`config.mk`:
```
export PLATFORM = sky130hd
export DESIGN_NAME = param_arb
export DESIGN_NICKNAME = d
export VERILOG_FILES = /design/src/rtl/param_arb.sv
export SDC_FILE = /design/constraint.sdc
export NUM_CORES = 1
export LEC_CHECK = 0
export CORE_AREA = 3 3 70 72
export DETAILED_ROUTE_END_ITERATION = 10
export DIE_AREA = 0 0 73 75
export PLACE_DENSITY = 0.81
export SYNTH_ARGS = -nofsm -noshare
export SYNTH_HDL_FRONTEND = slang
export SYNTH_SLANG_ARGS = --single-unit
export TNS_END_PERCENT = 5
```
`constraint.sdc`:
```
create_clock -name clk -period 4.1 [get_ports clk]
set_clock_uncertainty 0.2 [all_clocks]
set_input_delay 1.025 -clock clk [delete_from_list [all_inputs] [get_ports clk]]
set_output_delay 1.025 -clock clk [all_outputs]
set_load 0.02 [all_outputs]
```
`src/rtl/param_arb.sv`:
```
// N-way bus arbiter with run-time fixed-priority / round-robin selection and an
// optional maximum-hold timeout that pre-empts an owner holding the bus too long.
//
//   state | meaning
//   IDLE  | no owner, arbitrate every edge over all requests
//   OWNED | one-hot grant held by a single owner
module param_arb #(
  parameter int N        = 8,
  parameter int MAX_HOLD = 16,
  parameter int IDW      = $clog2(N)
) (
  input  logic           clk,
  input  logic           reset,
  input  logic [N-1:0]   req,
  input  logic           mode,
  output logic [N-1:0]   grant,
  output logic           grant_valid,
  output logic [IDW-1:0] grant_id,
  output logic           timeout
);

  // With the timeout disabled the counter only saturates; it never pre-empts.
  localparam int HCW = (MAX_HOLD > 0) ? $clog2(MAX_HOLD + 1) : 1;
  localparam logic [HCW-1:0] HOLD_TOP = (MAX_HOLD > 0) ? HCW'(MAX_HOLD) : {HCW{1'b1}};

  typedef enum logic {IDLE, OWNED} state_t;

  state_t         state_q, state_d;
  logic [N-1:0]   grant_q, grant_d;
  logic [IDW-1:0] id_q, id_d;
  logic [IDW-1:0] last_q, last_d;
  logic [HCW-1:0] hold_q, hold_d;
  logic           to_q, to_d;

  logic [N-1:0]   cand;
  logic           win_found;
  logic [IDW-1:0] win_id;
  logic [IDW-1:0] rr_idx;
  logic           owner_req;
  logic           do_arb;

  assign owner_req = |(req & grant_q);

  // The current owner is masked out of the candidate set whenever it is
  // released or pre-empted; from IDLE every request is eligible.
  always_comb begin
    cand      = req;
    win_found = 1'b0;
    win_id    = '0;
    rr_idx    = '0;
    if (state_q == OWNED) cand = req & ~grant_q;
    if (!mode) begin
      for (int i = N - 1; i >= 0; i--) begin
        if (cand[i]) begin
          win_found = 1'b1;
          win_id    = IDW'(i);
        end
      end
    end else begin
      // Walk distances from far to near so the nearest index after LAST wins.
      for (int j = N; j >= 1; j--) begin
        rr_idx = IDW'((int'(last_q) + j) % N);
        if (cand[rr_idx]) begin
          win_found = 1'b1;
          win_id    = rr_idx;
        end
      end
    end
  end

  always_comb begin
    state_d = state_q;
    grant_d = grant_q;
    id_d    = id_q;
    last_d  = last_q;
    hold_d  = hold_q;
    to_d    = 1'b0;
    do_arb  = 1'b0;
    case (state_q)
      IDLE: do_arb = 1'b1;
      OWNED: begin
        if (!owner_req) begin
          do_arb = 1'b1;
        end else if ((MAX_HOLD != 0) && (hold_q == HOLD_TOP)) begin
          do_arb = 1'b1;
          to_d   = 1'b1;
        end else if (hold_q != HOLD_TOP) begin
          hold_d = hold_q + HCW'(1);
        end
      end
      default: state_d = IDLE;
    endcase
    if (do_arb) begin
      if (win_found) begin
        state_d         = OWNED;
        grant_d         = '0;
        grant_d[win_id] = 1'b1;
        id_d            = win_id;
        last_d          = win_id;
        hold_d          = HCW'(1);
      end else begin
        state_d = IDLE;
        grant_d = '0;
        id_d    = '0;
        hold_d  = '0;
      end
    end
  end

  always_ff @(posedge clk or negedge reset) begin
    if (!reset) begin
      state_q <= IDLE;
      grant_q <= '0;
      id_q    <= '0;
      last_q  <= IDW'(N - 1);
      hold_q  <= '0;
      to_q    <= 1'b0;
    end else begin
      state_q <= state_d;
      grant_q <= grant_d;
      id_q    <= id_d;
      last_q  <= last_d;
      hold_q  <= hold_d;
      to_q    <= to_d;
    end
  end

  assign grant       = grant_q;
  assign grant_valid = |grant_q;
  assign grant_id    = id_q;
  assign timeout     = to_q;

endmodule

```
==> reports/results.tsv <==
metric	value	unit
drt via density	6.63	
PD cells	907	nW/um^2
Synth Area in Adders	0.0233	
number of flops mapped to enable cells by yosys	0	
Antenna Violating Nets Remaining	0	
Synth Register Bits	21	
clock-pin slew on the worst setup and hold paths	0.08	ns
most frequent cells in the layout	nand2_1 (31), clkdlybuf4s50_1 (23), dfrtp_1 (18)	
largest net degree at the start of global routing	22	
via count	2116	
total track usage	0.228	
post-synthesis sequential area ratio	0.247	
Top FF cell, synth	dfrtp_1	
Synth Area in XOR/XNOR	0.0326	
TritonCTS clock tree	built	
die width	73	um
Synth Area in Compound Gates	0.326	
drt drc	0	
clock sink count	21	
Clock Latency Late Sink	0.26	ns
initial antenna violation count	0	
CP peak stage delay	0.56	ns
Initial Utilization	0.493	
simple-gate share of the synthesized area	0.127	
Slew headroom	0.404	
Tightest Hold Check Type	flip-flop to flip-flop	
Routed Wire Length	5940	um
PortBufs	23	
WS Path Type	input pin to flip-flop	
Tmin final	3.73	ns
DR WL/cell	18.6	um
largest family of logic cells by synthesized area	compound AO/OA/AOI/OAI gates	
1st-pass router iterations	4	
Cell Chain, Critical Path	clkdlybuf4s50_1, mux2_2, o21ai_0, mux4_2, o211ai_1, a2111oi_1, a311o_1, o31ai_1	
Worst R2R Path Depth	8	
Root Buffer	clkbuf_8	
R2R Path Start	last_q[0]	
multiplexer share of the synthesized area	0.186	
core area	4350	um^2
Area after DPL	2430	um^2
Final nets	283	
Setup crit end kind	flip-flop	
first-pass GRT wire length	9660	um
synth unique cells	59	
total grt overflow	0	
FF-to-FF setup slack	0.46	ns
starting DRC count in detailed routing	319	
Syn Nets	260	
Crit path arrival time	3.69	ns
Worst path depth	8	
kind of cell adding the most delay to the critical path	compound AO/OA/AOI/OAI gates	
most common cell after layout, fill and taps aside	nand2_1	
CTS hold repair buffers	0	
share of layout cells above drive strength 1	0.135	
Pleak	0.978	nW
run status	finished, final reports clean	
htree depth	1	
crit path launch type	input pin	
Setup crit start	req[5]	
asr flop ratio synth	1.00	
Slew @ Worst Pin	0.892	ns
r2r endpoint	grant[7]	
cells resized by post-CTS repair	0	
TritonCTS Buffers	3	
antenna cell count	0	
Mapped Cells	245	
Placer Congestion	1.04	
Crit Path Max Fanout	6	
slowest CP cell	clkdlybuf4s50_1	
yosys warns	0	
vias in the first global route	1900	
clock buffer depth	2	
Max Cap Violations	0	
area of the mapped netlist	2150	um^2
setup violators final	0	
setup TNS	0	ns
Design Area, Final	2470	um^2
worst path required time	4.06	ns
Die Y	75	um
dpl hpwl	4470	um
I/O pin cnt	24	
Post-CTS Setup Bufs	0	
hold depth	2	
FP Rows	24	
die area	5480	um^2
crit path to	grant[7]	
worst vdd ir	337	uV
final hold violation count	0	
Highest Clock Rate	268	MHz
Slew Limit Fails	0	
RSZ-0062 raised after global routing	false	
Layout area overhead	15.3	%
Bufs and invs on worst path	1	
Tcrit/Tclk final	0.910	
syn_area_per_cell	8.76	um^2
-- through the flow --
| stage | hold slack (ns) | total power [W] | std cells | worst slack, ns | util |
|---|---|---|---|---|---|
| 2_1_floorplan | 0.286 | 0.00166 | 245 | 0.928 | - |
| 3_3_place_gp | 0.268 | 0.00205 | 315 | 0.218 | 0.557 |
| 3_5_place_dp | 0.267 | 0.00208 | 315 | 0.173 | 0.557 |
| 4_1_cts | 0.287 | 0.00222 | 319 | 0.404 | 0.568 |
| 5_1_grt | 0.331 | 0.00242 | 319 | 0.237 | 0.568 |
| 6_report | 0.283 | 0.00224 | 319 | 0.367 | 0.568 |
-- worst reg2reg max path: stages (launching register included) --
cell	delay, ns
dfstp_2	0.80
inv_1	0.09
ha_1	0.57
clkinv_1	0.36
mux4_2	0.36
o211ai_1	0.12
a211o_1	0.30
a311o_1	0.44
o31ai_1	0.30
-- synthesized netlist by cell type, types with 4 or more instances --
library cell  number  area (um^2)
ha_1               4         50.1
nand2_1           31          116
nand3_1            4         20.0
o211ai_1           9         67.6
nor4_1             4         25.0
mux2i_1           13          130
clkbuf_1           9         33.8
o31ai_1           10         75.1
o21a_1             5         37.5
mux4_2             8          180
inv_1             12         45.0
a22oi_1            7         52.6
nor2_1            12         45.0
a21oi_1           15         75.1
mux2_2             7         78.8
xor2_1             5         43.8
o21ai_0           14         70.1
dfrtp_1           18          450
-- area by class of cell --
type	instances	area, um^2
Inverter	13	48.8
Timing Repair Buffer	31	290
Tap cell	52	65.1
Clock buffer	3	41.3
Sequential cell	21	529
Fill cell	397	1880
Multi-Input combinational cell	198	1490
Clock inverter	1	7.51
-- registers in the layout, indices dropped and copies added, names as in the netlist --
signal    count
state_q       1
grant         8
timeout       1
last_q        3
hold_q        5
grant_id      3
-- routing by layer --
layer / global-route usage / routed length [um] / vias up
li1: - / - / 997
met1: 0.340 / 2740 / 1011
met2: 0.357 / 2700 / 100
met3: 0.0267 / 415 / 8
met4: 0.0492 / 80 / 0
met5: 0 / 0 / -
-- logic make-up (layout without fill, tap and decap cells) --
kind of cell,count (synthesis),in the layout
buffers and inverters,26,48
AND/OR/NAND/NOR,61,61
XOR/XNOR,8,8
multiplexers,29,29
AO/OA/AOI/OAI,96,96
flip-flops,21,21
adder cells (fa/ha/maj),4,4
-- worst min path at each step --
| stage | start | endpoint | slack [ns] |
|---|---|---|---|
| 6_report | grant_id[2] | grant_id[2] | 0.28 |
| 5_1_grt | grant_id[2] | grant_id[2] | 0.33 |
| 4_1_cts | grant_id[2] | grant_id[2] | 0.29 |
| 3_5_place_dp | grant_id[2] | grant_id[2] | 0.27 |
| 3_3_place_gp | grant_id[2] | grant_id[2] | 0.27 |
| 2_1_floorplan | hold_q[0] | hold_q[0] | 0.29 |
-- power by group --
part           switching [W]  leakage (nW)  internal [W]
logic               0.000927         0.690      0.000749
registers           0.000141         0.266      0.000290
clock network      0.0000694        0.0217     0.0000686
Power figures use the tool's default switching activity.
